### config.mk
export PLATFORM = sky130hd
export DESIGN_NAME = eq_request_scheduler_flat
export DESIGN_NICKNAME = d
export VERILOG_FILES = /design/src/rtl/eq_request_scheduler_if.sv /design/src/rtl/eq_request_scheduler.sv /design/src/flat_wrapper.sv
export SDC_FILE = /design/constraint.sdc
export NUM_CORES = 1
export LEC_CHECK = 0
export CELL_PAD_IN_SITES_DETAIL_PLACEMENT = 1
export CELL_PAD_IN_SITES_GLOBAL_PLACEMENT = 2
export CORE_MARGIN = 2
export CORE_UTILIZATION = 39
export DETAILED_ROUTE_END_ITERATION = 7
export DONT_BUFFER_PORTS = 1
export PLACE_DENSITY = 0.82
export SLEW_MARGIN = 10
export SYNTH_ARGS = -nofsm -noshare
export SYNTH_HDL_FRONTEND = slang
export SYNTH_SLANG_ARGS = --single-unit
### constraint.sdc
create_clock -name clk -period 2.9 [get_ports clk]
set_clock_uncertainty 0.2 [all_clocks]
set_input_delay 0.29 -clock clk [delete_from_list [all_inputs] [get_ports clk]]
set_output_delay 0.29 -clock clk [all_outputs]
set_load 0.02 [all_outputs]
### src/rtl/eq_request_scheduler_if.sv
// ---------------------------------------------------------------------------
// eq_sched_if
// Bundles the three handshake/bus groups of the equation request scheduler:
//   request port  : req_valid/req_ready plus req_sel, req_a/b/c, req_tag
//   datapath port : dp_sel_eq, dp_x1/dp_x2 (altitude), dp_v/dp_t/dp_c (battery),
//                   dp_result_a/dp_result_b returned by the datapath
//   response port : rsp_valid/rsp_ready plus rsp_sel, rsp_tag, rsp_data
// Modports:
//   master - the scheduler itself (drives req_ready, dp_*, rsp_* except rsp_ready)
//   slave  - the environment: front-end, datapath and response consumer
// TAG_W must match the TAG_W of the scheduler instance it is connected to.
// ---------------------------------------------------------------------------
interface eq_sched_if #(
  parameter int TAG_W = 4
);
  // request port
  logic             req_valid;
  logic             req_ready;
  logic             req_sel;
  logic [7:0]       req_a;
  logic [7:0]       req_b;
  logic [7:0]       req_c;
  logic [TAG_W-1:0] req_tag;

  // datapath port
  logic             dp_sel_eq;
  logic [7:0]       dp_x1;
  logic [7:0]       dp_x2;
  logic [7:0]       dp_v;
  logic [7:0]       dp_t;
  logic [7:0]       dp_c;
  logic [15:0]      dp_result_a;
  logic [15:0]      dp_result_b;

  // response port
  logic             rsp_valid;
  logic             rsp_ready;
  logic             rsp_sel;
  logic [TAG_W-1:0] rsp_tag;
  logic [15:0]      rsp_data;

  modport master (
    input  req_valid, req_sel, req_a, req_b, req_c, req_tag,
    output req_ready,
    output dp_sel_eq, dp_x1, dp_x2, dp_v, dp_t, dp_c,
    input  dp_result_a, dp_result_b,
    output rsp_valid, rsp_sel, rsp_tag, rsp_data,
    input  rsp_ready
  );

  modport slave (
    output req_valid, req_sel, req_a, req_b, req_c, req_tag,
    input  req_ready,
    input  dp_sel_eq, dp_x1, dp_x2, dp_v, dp_t, dp_c,
    output dp_result_a, dp_result_b,
    input  rsp_valid, rsp_sel, rsp_tag, rsp_data,
    output rsp_ready
  );
endinterface

### src/rtl/eq_request_scheduler.sv
// ---------------------------------------------------------------------------
// eq_request_scheduler
// Front-end controller for the shared altitude/battery equation datapath.
// Requests are queued in a FIFO_DEPTH-entry FIFO, issued one at a time to the
// datapath with operands held for LAT_CYCLES cycles, and the selected result
// is returned with the request's tag on the response port.
//
// Ports:
//   clk   - clock, rising edge
//   rst   - asynchronous, active-high reset
//   bus   - eq_sched_if.master: request, datapath and response groups
//   busy  - FSM not idle or FIFO not empty
//   stat_issued, stat_stall (only with EQ_SCHED_STATS_EN defined):
//           saturating counts of issued requests and of RESP cycles spent
//           waiting on rsp_ready
//
// Configuration macro: EQ_SCHED_STATS_EN (adds the statistics counters/ports).
// ---------------------------------------------------------------------------
module eq_request_scheduler #(
  parameter int FIFO_DEPTH = 4,   // power of 2, >= 2
  parameter int LAT_CYCLES = 4,   // >= 2
  parameter int TAG_W      = 4
) (
  input  logic        clk,
  input  logic        rst,
  eq_sched_if.master  bus,
  output logic        busy
`ifdef EQ_SCHED_STATS_EN
  ,
  output logic [15:0] stat_issued,
  output logic [15:0] stat_stall
`endif
);

  localparam int PTR_W   = $clog2(FIFO_DEPTH);
  localparam int CNT_W   = $clog2(LAT_CYCLES);
  localparam int ENTRY_W = 1 + TAG_W + 24;
  localparam logic [PTR_W:0] FULL_CNT = (PTR_W + 1)'(FIFO_DEPTH);

  typedef enum logic [1:0] {
    S_IDLE,
    S_ISSUE,
    S_RESP
  } state_t;

  // ---------------- state ----------------
  state_t             state_q, state_d;
  logic [CNT_W-1:0]   cnt_q, cnt_d;
  logic [PTR_W-1:0]   wr_ptr_q, wr_ptr_d;
  logic [PTR_W-1:0]   rd_ptr_q, rd_ptr_d;
  logic [PTR_W:0]     count_q, count_d;

  logic               dp_sel_q, dp_sel_d;
  logic [7:0]         dp_x1_q, dp_x1_d;
  logic [7:0]         dp_x2_q, dp_x2_d;
  logic [7:0]         dp_v_q, dp_v_d;
  logic [7:0]         dp_t_q, dp_t_d;
  logic [7:0]         dp_c_q, dp_c_d;
  logic [TAG_W-1:0]   inflight_tag_q, inflight_tag_d;

  logic               rsp_valid_q, rsp_valid_d;
  logic               rsp_sel_q, rsp_sel_d;
  logic [TAG_W-1:0]   rsp_tag_q, rsp_tag_d;
  logic [15:0]        rsp_data_q, rsp_data_d;

`ifdef EQ_SCHED_STATS_EN
  logic [15:0]        issued_q, issued_d;
  logic [15:0]        stall_q, stall_d;
`endif

  // ---------------- FIFO storage ----------------
  logic [ENTRY_W-1:0] mem [FIFO_DEPTH];
  logic [ENTRY_W-1:0] push_word;
  logic [ENTRY_W-1:0] pop_word;
  logic               push;
  logic               pop;

  logic               pop_sel;
  logic [TAG_W-1:0]   pop_tag;
  logic [7:0]         pop_a;
  logic [7:0]         pop_b;
  logic [7:0]         pop_c;

  assign push_word = {bus.req_sel, bus.req_tag, bus.req_a, bus.req_b, bus.req_c};
  assign pop_word  = mem[rd_ptr_q];
  assign pop_sel   = pop_word[ENTRY_W-1];
  assign pop_tag   = pop_word[24 +: TAG_W];
  assign pop_a     = pop_word[16 +: 8];
  assign pop_b     = pop_word[8 +: 8];
  assign pop_c     = pop_word[0 +: 8];

  // No pop-bypass: a full FIFO refuses the request even if the FSM pops this cycle.
  assign push = bus.req_valid && (count_q != FULL_CNT);
  assign pop  = (state_q == S_IDLE) && (count_q != '0);

  // Storage carries no reset; validity is tracked by count_q alone.
  always_ff @(posedge clk) begin
    if (push) begin
      mem[wr_ptr_q] <= push_word;
    end
  end

  // ---------------- next-state logic ----------------
  always_comb begin
    state_d        = state_q;
    cnt_d          = cnt_q;
    wr_ptr_d       = wr_ptr_q;
    rd_ptr_d       = rd_ptr_q;
    count_d        = count_q + {{PTR_W{1'b0}}, push} - {{PTR_W{1'b0}}, pop};
    dp_sel_d       = dp_sel_q;
    dp_x1_d        = dp_x1_q;
    dp_x2_d        = dp_x2_q;
    dp_v_d         = dp_v_q;
    dp_t_d         = dp_t_q;
    dp_c_d         = dp_c_q;
    inflight_tag_d = inflight_tag_q;
    rsp_valid_d    = rsp_valid_q;
    rsp_sel_d      = rsp_sel_q;
    rsp_tag_d      = rsp_tag_q;
    rsp_data_d     = rsp_data_q;

    if (push) begin
      wr_ptr_d = wr_ptr_q + PTR_W'(1);
    end

    case (state_q)
      S_IDLE: begin
        if (pop) begin
          rd_ptr_d       = rd_ptr_q + PTR_W'(1);
          state_d        = S_ISSUE;
          cnt_d          = CNT_W'(LAT_CYCLES - 1);
          dp_sel_d       = pop_sel;
          inflight_tag_d = pop_tag;
          // Operands of the unselected equation are forced to zero.
          dp_x1_d        = pop_sel ? 8'd0  : pop_a;
          dp_x2_d        = pop_sel ? 8'd0  : pop_b;
          dp_v_d         = pop_sel ? pop_a : 8'd0;
          dp_t_d         = pop_sel ? pop_b : 8'd0;
          dp_c_d         = pop_sel ? pop_c : 8'd0;
        end
      end
      S_ISSUE: begin
        if (cnt_q == '0) begin
          rsp_data_d  = dp_sel_q ? bus.dp_result_b : bus.dp_result_a;
          rsp_sel_d   = dp_sel_q;
          rsp_tag_d   = inflight_tag_q;
          rsp_valid_d = 1'b1;
          state_d     = S_RESP;
        end else begin
          cnt_d = cnt_q - CNT_W'(1);
        end
      end
      S_RESP: begin
        if (bus.rsp_ready) begin
          rsp_valid_d = 1'b0;
          state_d     = S_IDLE;
          // dp_sel_eq deliberately keeps its value to avoid a spurious toggle.
          dp_x1_d     = 8'd0;
          dp_x2_d     = 8'd0;
          dp_v_d      = 8'd0;
          dp_t_d      = 8'd0;
          dp_c_d      = 8'd0;
        end
      end
      default: begin
        state_d = S_IDLE;
      end
    endcase
  end

`ifdef EQ_SCHED_STATS_EN
  always_comb begin
    issued_d = issued_q;
    stall_d  = stall_q;
    if (pop && (issued_q != 16'hFFFF)) begin
      issued_d = issued_q + 16'd1;
    end
    if ((state_q == S_RESP) && !bus.rsp_ready && (stall_q != 16'hFFFF)) begin
      stall_d = stall_q + 16'd1;
    end
  end
`endif

  // ---------------- registers ----------------
  always_ff @(posedge clk or posedge rst) begin
    if (rst) begin
      state_q        <= S_IDLE;
      cnt_q          <= '0;
      wr_ptr_q       <= '0;
      rd_ptr_q       <= '0;
      count_q        <= '0;
      dp_sel_q       <= 1'b0;
      dp_x1_q        <= 8'd0;
      dp_x2_q        <= 8'd0;
      dp_v_q         <= 8'd0;
      dp_t_q         <= 8'd0;
      dp_c_q         <= 8'd0;
      inflight_tag_q <= '0;
      rsp_valid_q    <= 1'b0;
      rsp_sel_q      <= 1'b0;
      rsp_tag_q      <= '0;
      rsp_data_q     <= 16'd0;
`ifdef EQ_SCHED_STATS_EN
      issued_q       <= 16'd0;
      stall_q        <= 16'd0;
`endif
    end else begin
      state_q        <= state_d;
      cnt_q          <= cnt_d;
      wr_ptr_q       <= wr_ptr_d;
      rd_ptr_q       <= rd_ptr_d;
      count_q        <= count_d;
      dp_sel_q       <= dp_sel_d;
      dp_x1_q        <= dp_x1_d;
      dp_x2_q        <= dp_x2_d;
      dp_v_q         <= dp_v_d;
      dp_t_q         <= dp_t_d;
      dp_c_q         <= dp_c_d;
      inflight_tag_q <= inflight_tag_d;
      rsp_valid_q    <= rsp_valid_d;
      rsp_sel_q      <= rsp_sel_d;
      rsp_tag_q      <= rsp_tag_d;
      rsp_data_q     <= rsp_data_d;
`ifdef EQ_SCHED_STATS_EN
      issued_q       <= issued_d;
      stall_q        <= stall_d;
`endif
    end
  end

  // ---------------- outputs ----------------
  assign bus.req_ready = (count_q != FULL_CNT);
  assign bus.dp_sel_eq = dp_sel_q;
  assign bus.dp_x1     = dp_x1_q;
  assign bus.dp_x2     = dp_x2_q;
  assign bus.dp_v      = dp_v_q;
  assign bus.dp_t      = dp_t_q;
  assign bus.dp_c      = dp_c_q;
  assign bus.rsp_valid = rsp_valid_q;
  assign bus.rsp_sel   = rsp_sel_q;
  assign bus.rsp_tag   = rsp_tag_q;
  assign bus.rsp_data  = rsp_data_q;
  assign busy          = (state_q != S_IDLE) || (count_q != '0);

`ifdef EQ_SCHED_STATS_EN
  assign stat_issued = issued_q;
  assign stat_stall  = stall_q;
`endif

endmodule

### src/flat_wrapper.sv
// flat-port wrapper written by rule: the top's interface ports become plain ports
module eq_request_scheduler_flat 
#(
  parameter int FIFO_DEPTH = 4,                      
  parameter int LAT_CYCLES = 4,          
  parameter int TAG_W      = 4
)
  (clk, rst, busy, bus_req_valid, bus_req_sel, bus_req_a, bus_req_b, bus_req_c, bus_req_tag, bus_req_ready, bus_dp_sel_eq, bus_dp_x1, bus_dp_x2, bus_dp_v, bus_dp_t, bus_dp_c, bus_dp_result_a, bus_dp_result_b, bus_rsp_valid, bus_rsp_sel, bus_rsp_tag, bus_rsp_data, bus_rsp_ready);
  eq_sched_if #(.TAG_W(TAG_W)) bus_i ();
  input  logic clk;
  input  logic rst;
  output logic busy;
  input wire logic [$bits(bus_i.req_valid)-1:0] bus_req_valid;
  input wire logic [$bits(bus_i.req_sel)-1:0] bus_req_sel;
  input wire logic [$bits(bus_i.req_a)-1:0] bus_req_a;
  input wire logic [$bits(bus_i.req_b)-1:0] bus_req_b;
  input wire logic [$bits(bus_i.req_c)-1:0] bus_req_c;
  input wire logic [$bits(bus_i.req_tag)-1:0] bus_req_tag;
  output wire logic [$bits(bus_i.req_ready)-1:0] bus_req_ready;
  output wire logic [$bits(bus_i.dp_sel_eq)-1:0] bus_dp_sel_eq;
  output wire logic [$bits(bus_i.dp_x1)-1:0] bus_dp_x1;
  output wire logic [$bits(bus_i.dp_x2)-1:0] bus_dp_x2;
  output wire logic [$bits(bus_i.dp_v)-1:0] bus_dp_v;
  output wire logic [$bits(bus_i.dp_t)-1:0] bus_dp_t;
  output wire logic [$bits(bus_i.dp_c)-1:0] bus_dp_c;
  input wire logic [$bits(bus_i.dp_result_a)-1:0] bus_dp_result_a;
  input wire logic [$bits(bus_i.dp_result_b)-1:0] bus_dp_result_b;
  output wire logic [$bits(bus_i.rsp_valid)-1:0] bus_rsp_valid;
  output wire logic [$bits(bus_i.rsp_sel)-1:0] bus_rsp_sel;
  output wire logic [$bits(bus_i.rsp_tag)-1:0] bus_rsp_tag;
  output wire logic [$bits(bus_i.rsp_data)-1:0] bus_rsp_data;
  input wire logic [$bits(bus_i.rsp_ready)-1:0] bus_rsp_ready;
  assign bus_i.req_valid = bus_req_valid;
  assign bus_i.req_sel = bus_req_sel;
  assign bus_i.req_a = bus_req_a;
  assign bus_i.req_b = bus_req_b;
  assign bus_i.req_c = bus_req_c;
  assign bus_i.req_tag = bus_req_tag;
  assign bus_req_ready = bus_i.req_ready;
  assign bus_dp_sel_eq = bus_i.dp_sel_eq;
  assign bus_dp_x1 = bus_i.dp_x1;
  assign bus_dp_x2 = bus_i.dp_x2;
  assign bus_dp_v = bus_i.dp_v;
  assign bus_dp_t = bus_i.dp_t;
  assign bus_dp_c = bus_i.dp_c;
  assign bus_i.dp_result_a = bus_dp_result_a;
  assign bus_i.dp_result_b = bus_dp_result_b;
  assign bus_rsp_valid = bus_i.rsp_valid;
  assign bus_rsp_sel = bus_i.rsp_sel;
  assign bus_rsp_tag = bus_i.rsp_tag;
  assign bus_rsp_data = bus_i.rsp_data;
  assign bus_i.rsp_ready = bus_rsp_ready;
  eq_request_scheduler #(.FIFO_DEPTH(FIFO_DEPTH), .LAT_CYCLES(LAT_CYCLES), .TAG_W(TAG_W)) u_core (.clk(clk), .rst(rst), .bus(bus_i), .busy(busy));
endmodule
==> metrics.txt, run 1 <==
status completed; FILL cells 1902; Die Y-Extent 145 um; 1st-pass router iterations 4; CTS buffer count 17; First DRT Iteration DRCs 215; EDFF count, synth 116; Die Width 145 um; fin nets 657; FFs w/ async S/R, synth 40.2%; unrepaired setup endpoints after global routing false; met2 Use GR 30.5%; synth top area cells edfxtp_1 45%, dfrtp_1 25%, nand2_1 4.3%; sequential fraction of the synthesis area 70.3%; core area 19500 sq um; GPL Wtd Cong 0.708; Final Hold Fails 0; Yosys warning count 0; Routed Antenna Nets 0; Post-Syn Nets 587; I/O Buffers 0; mean cell area of the mapped netlist 15.0 sq um; Max Fclk 394 MHz; Most used DFF post-synth edfxtp_1; required time worst endpoint 3.05 ns; Largest stage delay, worst path 0.44 ns; GR peak layer met2; Clock Sinks 194; CP max stage cell dfrtp_1; total gr overflow 0; Max-Cap Viols 0; Yosys top cell by area edfxtp_1; CP Cell Sequence nor3_1 > nand2b_1 > clkinv_1 > ha_1 > inv_1 > ha_1 > inv_1 > fa_1 > xnor2_1 > xnor2_1; vias in the first global route 4813; routed via count 4324; P&R area growth vs syn 18.6%; number of synthesized register bits 194; relative slew slack 35.8%; HP Class primary input to asynchronous set/reset pin; largest net degree at the start of global routing 43; maximum vdd ir drop 0.000438 V; first-pass GRT wire length 26500 um; PD cells 1070 nW/um^2; Netlist Area Pre-Place 7730 sq um; setup TNS 0 ns; clk_lat worst skew 0.43 ns; Post-CTS Setup Bufs 0; DP HPWL 10800 um; DP Area 7990 sq um; synth unique cells 36; Post-Synth Simple-Gate Area 5.87%; fin util 47.1%; CP bufs+invs 3; Initial Util 39.7%; DIE AREA 21000 sq um; Core Rows 51; met1 Resource Use GR 19.2%; via density per instance 5.00; number of antenna violations at the first check in global routing 1; cell leakage power 3.56 nW; CP arrival 2.69 ns; Finish-stage setup viols 0; clk buf depth 2; adder-cell share of the synthesized area 1.39%; synthesized instance count 514; htree depth 4; mux share of post-synthesis cell area 11.2%; Design Power 9.82 mW; drt total wl 17100 um; startpoint types register; layout cells sized above 1 15.2%; Final min period 2.54 ns; Reg clk slew, reported paths 0.07 ns; Post-route DRC 0; CTS tree yes; gr usage total 17.0%; crit end category register; Yosys top cell area share 45.0%; Worst-Margin Slew 0.963 ns; Final Instance Area 9180 sq um; xor-xnor portion of the synthesized cell area 0.566%; worst-path fanout max 5; Top delay family on crit path adder cells; Root Driver clkbuf_16; Max Slew Vio Count 0; post-synthesis compound-gate area fraction 6.84%; Avg WL per Cell 19.8 um; largest family of logic cells by synthesized area multiplexers; critical path class register to register; # IOs 130; Tcrit/Tclk final 87.6%; M3 GR Usage 4.08%
==> routing by layer <==
layer / wire, um / vias up
li1: - / 2016
met1: 6700 / 2194
met2: 9300 / 85
met3: 648 / 29
met4: 429 / 0
met5: 0 / -
==> power breakdown <==
group,switching (mW),internal (mW)
sequential,1.03,3.77
clock,1.01,1.16
combinational,1.64,1.23
==> repair_timing <==
| item | in CTS | in global routing |
|---|---|---|
| endpoints found under the hold margin | 174 | 0 |
| hold buffers | 64 | 0 |
| resized for setup | 0 | 0 |
==> sequential cells by signal, summed over array words and instances, names as in the netlist, 2 cells and up <==
register	cells
u_core.bus.dp_t	8
u_core.wr_ptr_q	2
u_core.bus.dp_v	8
u_core.bus.dp_x1	8
u_core.count_q	3
u_core.bus.rsp_tag	4
u_core.rd_ptr_q	2
u_core.bus.rsp_data	16
u_core.bus.dp_c	8
u_core.bus.dp_x2	8
u_core.cnt_q	2
u_core.inflight_tag_q	4
u_core.state_q	2
u_core.mem	116
==> worst register-to-register path: cells and delay by family (launching register included) <==
kind                     cells  cell delay, ns
XOR/XNOR                     2            0.32
buffers and inverters        3            0.22
AND/OR/NAND/NOR              2            0.45
adder cells (fa/ha/maj)      3            0.83
flip-flops                   1            0.44
==> through the flow <==
| stage | hold WS (ns) | worst slack, ns | instances |
|---|---|---|---|
| floorplan | 0.189 | 0.355 | 514 |
| global placement | 0.118 | 0.505 | 766 |
| detailed placement | 0.133 | 0.324 | 766 |
| CTS | 0.255 | 0.315 | 862 |
| global route | 0.280 | 0.195 | 863 |
| finish | 0.235 | 0.359 | 864 |
==> cell usage in the layout, fill, tap and decap left out, types with 2 or more instances in the layout <==
cell	netlist	routed
clkbuf_8	0	2
buf_12	2	2
inv_1	18	17
xnor2_1	5	5
mux4_2	12	12
dfrtp_2	0	2
nand3b_1	2	2
mux2i_1	33	33
inv_6	0	3
nor3_1	3	3
clkinv_4	0	3
mux2_2	22	22
clkbuf_16	0	17
o21ai_0	28	28
nor2_1	3	3
inv_4	0	3
a21oi_1	4	4
o21ai_1	8	8
o31ai_1	40	40
edfxtp_1	116	116
and3_2	0	4
dfrtp_1	78	76
nand2_1	89	89
diode_2	0	2
clkbuf_1	4	4
ha_1	7	7
dlygate4sd3_1	0	64
buf_4	5	14
==> cells by family after synthesis <==
| family | count (synthesis) |
|---|---|
| flops | 194 |
| simple gates | 108 |
| compound gates | 83 |
| mux | 68 |
| buf+inv | 48 |
| fa+ha+maj | 8 |
| xor+xnor | 5 |
==> final cells by class <==
| class | instances | area, sq um | area share, % |
|---|---|---|---|
| tap | 265 | 332 | 3.61 |
| antenna | 2 | 5.00 | 0.0545 |
| timing repair buffer | 80 | 786 | 8.56 |
| multi-input combinational | 272 | 2000 | 21.8 |
| inverter | 19 | 72.6 | 0.791 |
| clock inverter | 9 | 71.3 | 0.777 |
| sequential | 194 | 5440 | 59.3 |
| clock buffer | 23 | 468 | 5.10 |
==> cells in the mapped netlist (5+ instances only) <==
master,number
edfxtp_1,116
nand2_1,89
dfrtp_1,78
o31ai_1,40
mux2i_1,33
o21ai_0,28
mux2_2,22
inv_1,18
mux4_2,12
buf_2,11
o21ai_1,8
ha_1,7
buf_6,6
buf_4,5
xnor2_1,5
==> final timing paths <==
path	start	to	slack [ns]	cells past startpoint
setup / recovery	u_core.count_q[1]$_DFF_PP0_	u_core.count_q[2]$_DFF_PP0_	0.36	10
hold / removal	rst	u_core.bus.rsp_data[0]$_DFFE_PP0P_	0.23	2
setup reg to reg	u_core.count_q[1]$_DFF_PP0_	u_core.count_q[2]$_DFF_PP0_	0.36	10
hold reg to reg	u_core.inflight_tag_q[2]$_DFFE_PP0P_	u_core.inflight_tag_q[2]$_DFFE_PP0P_	0.30	2
max in group asynchronous	rst	u_core.bus.dp_t[2]$_DFFE_PP0P_	1.60	3
min in group clk	bus_req_valid	u_core.mem[3][24]$_DFFE_PP_	0.27	1
Power figures use the tool's default switching activity.
==> run 2: changes to the inputs <==
--- a/config.mk
+++ b/config.mk
@@ -7,11 +7,10 @@
 export LEC_CHECK = 0
 export CELL_PAD_IN_SITES_DETAIL_PLACEMENT = 1
 export CELL_PAD_IN_SITES_GLOBAL_PLACEMENT = 2
-export CORE_MARGIN = 2
 export CORE_UTILIZATION = 39
 export DETAILED_ROUTE_END_ITERATION = 7
 export DONT_BUFFER_PORTS = 1
-export PLACE_DENSITY = 0.82
+export PLACE_DENSITY = 0.68
 export SLEW_MARGIN = 10
 export SYNTH_ARGS = -nofsm -noshare
 export SYNTH_HDL_FRONTEND = slang
==> metrics.txt, run 2 (same netlist as run 1, synthesis figures left out) <==
status completed; P&R area growth vs syn 19.8%; Post-route DRC 0; CTS buffer count 17; crit end category register; layout cells sized above 1 15.2%; startpoint types register; Tcrit/Tclk final 87.2%; Largest stage delay, worst path 0.46 ns; CP max stage cell dfrtp_1; setup TNS 0 ns; largest net degree at the start of global routing 41; Reg clk slew, reported paths 0.07 ns; critical path class register to register; core area 19500 sq um; 1st-pass router iterations 4; CP arrival 2.68 ns; CTS tree yes; Die Width 143 um; maximum vdd ir drop 0.000769 V; first-pass GRT wire length 26000 um; Finish-stage setup viols 0; clk buf depth 2; clk_lat worst skew 0.43 ns; worst-path fanout max 5; required time worst endpoint 3.05 ns; htree depth 4; vias in the first global route 4732; Initial Util 39.7%; unrepaired setup endpoints after global routing false; Final min period 2.53 ns; via density per instance 4.98; Max Slew Vio Count 0; I/O Buffers 0; cell leakage power 3.59 nW; Clock Sinks 194; Largest Register u_core.mem; hold slack 0.217 ns; Root Driver clkbuf_16; Routed Antenna Nets 0; gr usage total 17.4%; relative slew slack 22.4%; Core Rows 51; HP Class primary input to asynchronous set/reset pin; drt total wl 16400 um; DIE AREA 20400 sq um; DP HPWL 10100 um; Worst-Margin Slew 1.16 ns; GPL Wtd Cong 0.736; routed via count 4286; First DRT Iteration DRCs 138; Max-Cap Viols 0; Final Hold Fails 0; Die Y-Extent 143 um; number of antenna violations at the first check in global routing 2; crit path from u_core.count_q[1]$_DFF_PP0_; total gr overflow 0; max FFs per register 116; most frequent cells in the layout 116 x edfxtp_1, 89 x nand2_1, 76 x dfrtp_1; Max Fclk 395 MHz; # IOs 130; CP Cell Sequence nor3_1 > nand2b_1 > clkinv_1 > ha_1 > inv_1 > ha_1 > inv_1 > fa_1 > xnor2_1 > xnor2_1; fin nets 654; commonest non-fill, non-tap cell in the layout edfxtp_1; PD cells 1090 nW/um^2; Avg WL per Cell 19.1 um; Worst R2R Start u_core.count_q[1]$_DFF_PP0_
==> run 2: changes by cell type in the layout (fill, tap and decap cells not counted), sizes merged <==
| cell | previous run | this run |
|---|---|---|
| clkbuf | 23 | 18 |
| buf | 16 | 13 |
| clkinv | 5 | 6 |
| bufinv | 0 | 4 |
| clkinvlp | 0 | 1 |
| inv | 23 | 22 |
==> run 2: stage by stage <==
step           area (sq um)  power [mW]  cells  util, %  setup WS, ns
4_1_cts                9260        10.3    859     47.6         0.346
3_5_place_dp           7990        7.61    763     41.1         0.384
6_report               9270        10.1    861     47.6         0.370
2_1_floorplan          7730        6.89    514        -         0.355
3_3_place_gp           7990        7.44    763     41.1         0.522
5_1_grt                9270        10.8    861     47.6         0.118
==> run 2: final timing paths <==
kind | to | slack [ns] | cells past startpoint
max in group asynchronous | u_core.bus.dp_x2[6]$_DFFE_PP0P_ | 1.62 | 3
max | u_core.count_q[2]$_DFF_PP0_ | 0.37 | 10
min | u_core.bus.rsp_data[0]$_DFFE_PP0P_ | 0.22 | 2
min in group clk | u_core.inflight_tag_q[0]$_DFFE_PP0P_ | 0.28 | 2
max reg2reg | u_core.count_q[2]$_DFF_PP0_ | 0.37 | 10
min reg2reg | u_core.inflight_tag_q[0]$_DFFE_PP0P_ | 0.28 | 2
==> run 2: report_power, final <==
part | total [mW] | internal, mW | switching (mW)
logic | 2.89 | 1.23 | 1.66
registers | 4.73 | 3.77 | 0.966
clock network | 2.50 | 1.46 | 1.04
==> run 2: metal layers <==
metal | vias up | track usage [%] | share of wire (%)
met5 | - | 0 | 0
li1 | 2012 | - | -
met2 | 87 | 30.2 | 52
met3 | 13 | 4.83 | 4.9
met1 | 2174 | 20.7 | 42
met4 | 0 | 5.72 | 1.4
==> run 2: area by class of cell <==
type	instances	area (sq um)
Clock buffer	18	429
Sequential cell	194	5440
Multi-Input combinational cell	272	2010
Antenna cell	2	5.00
Inverter	19	72.6
Timing Repair Buffer	77	776
Tap cell	265	332
Clock inverter	14	200
Fill cell	1921	10200
==> run 2: what timing repair did <==
item / CTS / global route
hold endpoints to repair: 173 / 0
setup endpoints to repair: 0 / 0
gates resized for setup: 0 / 0
setup buffers: 0 / 0
hold buffers: 64 / 0
==> run 2: worst max-delay path: cells and delay by family (launching register included) <==
kind	cells	cell delay, ns
buffers and inverters	3	0.20
XOR/XNOR	2	0.32
adder cells (fa/ha/maj)	3	0.83
AND/OR/NAND/NOR	2	0.44
flip-flops	1	0.46
==> run 3: changes to the inputs <==
--- a/config.mk
+++ b/config.mk
@@ -7,6 +7,7 @@
 export LEC_CHECK = 0
 export CELL_PAD_IN_SITES_DETAIL_PLACEMENT = 1
 export CELL_PAD_IN_SITES_GLOBAL_PLACEMENT = 2
+export CORE_MARGIN = 4
 export CORE_UTILIZATION = 39
 export DETAILED_ROUTE_END_ITERATION = 7
 export DONT_BUFFER_PORTS = 1
==> metrics.txt, run 3 (same netlist as run 1, synthesis figures left out) <==
status completed; largest net degree at the start of global routing 81; Routed Antenna Nets 0; CTS buffer count 17; Max Slew Vio Count 0; multi-input logic area 2010 sq um; worst reg2reg setup slack 0.41 ns; Tcrit/Tclk final 85.9%; Reg clk slew, reported paths 0.07 ns; pre-CTS setup slack 0.425 ns; most frequent cells in the layout 116 x edfxtp_1, 89 x nand2_1, 76 x dfrtp_1; PD cells 1070 nW/um^2; Largest Register u_core.mem; clk buf depth 2; fin nets 656; cell leakage power 3.56 nW; Post-route DRC 0; startpoint types register; Post-CTS Setup Bufs 0; GPL Wtd Cong 0.729; P&R area growth vs syn 19.2%; number of antenna violations at the first check in global routing 0; CTS tree yes; clk_lat worst skew 0.43 ns; Max Fclk 401 MHz; required time worst endpoint 3.05 ns; First DRT Iteration DRCs 167; Die Width 149 um; Initial Util 39.7%; Core Rows 51; Final min period 2.49 ns; Avg WL per Cell 19.0 um; layout cells sized above 1 15.6%; gr usage total 15.4%; I/O Buffers 0; drt total wl 16400 um; Root Driver clkbuf_16; # IOs 130; unrepaired setup endpoints after global routing false; crit end category register; vias in the first global route 4751; via density per instance 5.03; first-pass GRT wire length 25900 um; Clock Sinks 194; ANT cells 0; total gr overflow 0; core area 19500 sq um; CP arrival 2.65 ns; DIE AREA 22200 sq um; maximum vdd ir drop 0.000651 V; worst-path fanout max 5; htree depth 4; relative slew slack 34.7%; Max-Cap Viols 0; commonest non-fill, non-tap cell in the layout edfxtp_1; DP HPWL 10500 um; 1st-pass router iterations 4; HP Class primary input to register; routed via count 4327; FILL cells 1938; setup TNS 0 ns; Final Hold Fails 0; Die Y-Extent 149 um; Worst Setup Slack, final 0.408 ns; Worst-Margin Slew 0.980 ns; Finish-stage setup viols 0; max FFs per register 116; critical path class register to register; register area 5440 sq um
-- run 3: changes by cell type in the layout (fill, tap and decap cells not counted), sizes merged, moves of 2 or more --
cell / delta
bufinv: -3
buf: +2
clkinvlp: +2
diode: -2
-- run 3: path summary, 6_finish.rpt --
kind	startpoint	endpoint	depth (start not counted)
max	u_core.count_q[1]$_DFF_PP0_	u_core.count_q[2]$_DFF_PP0_	10
min	bus_req_valid	u_core.mem[2][25]$_DFFE_PP_	1
max reg2reg	u_core.count_q[1]$_DFF_PP0_	u_core.count_q[2]$_DFF_PP0_	10
min reg2reg	u_core.inflight_tag_q[2]$_DFFE_PP0P_	u_core.inflight_tag_q[2]$_DFFE_PP0P_	2
max in group asynchronous	rst	u_core.bus.dp_x2[6]$_DFFE_PP0P_	3
min in group asynchronous	rst	u_core.bus.rsp_data[14]$_DFFE_PP0P_	2
-- run 3: per-stage QoR --
| step | cell area (sq um) | hold WS (ns) | power [mW] | utilization, % | std cells |
|---|---|---|---|---|---|
| floorplan | 7730 | 0.189 | 6.89 | - | 514 |
| global placement | 8010 | 0.103 | 7.46 | 41.1 | 765 |
| detailed placement | 8010 | 0.119 | 7.61 | 41.1 | 765 |
| CTS | 9220 | 0.192 | 10.0 | 47.4 | 861 |
| global route | 9220 | 0.190 | 10.6 | 47.4 | 861 |
| finish | 9220 | 0.191 | 9.88 | 47.4 | 861 |
-- run 3: power breakdown --
group          switching (mW)  internal (mW)  total (mW)
logic                    1.65           1.24        2.89
registers               0.972           3.77        4.74
clock network            1.03           1.22        2.25
-- run 3: worst max-delay path: stages (launching register included) --
cell and delay [ns]:
dfrtp_1 0.44, nor3_1 0.25, nand2b_1 0.17, clkinv_1 0.09, ha_1 0.29, inv_1 0.06, ha_1 0.14, inv_1 0.05
fa_1 0.40, xnor2_1 0.18, xnor2_1 0.14
-- run 3: per-layer routing --
layer	track usage, %	part of all wire (%)	vias to the layer above
met5	0	0	-
li1	-	-	2011
met2	27.3	53	91
met3	3.95	5.2	14
met4	5.58	1.3	0
met1	18.0	40	2211
-- run 3: cell type report --
class | instances | share of cell area, %
flip-flops and latches | 194 | 59.0
multi-input cells | 272 | 21.8
repair buffers | 79 | 8.58
clock buffers | 19 | 4.81
well taps | 265 | 3.60
clock inverters | 13 | 1.38
inverters | 19 | 0.787
-- run 3: timing repair --
item,4_1_cts,5_1_grt
hold buffers,64,0
hold endpoints to repair,173,0
resized for setup,0,0
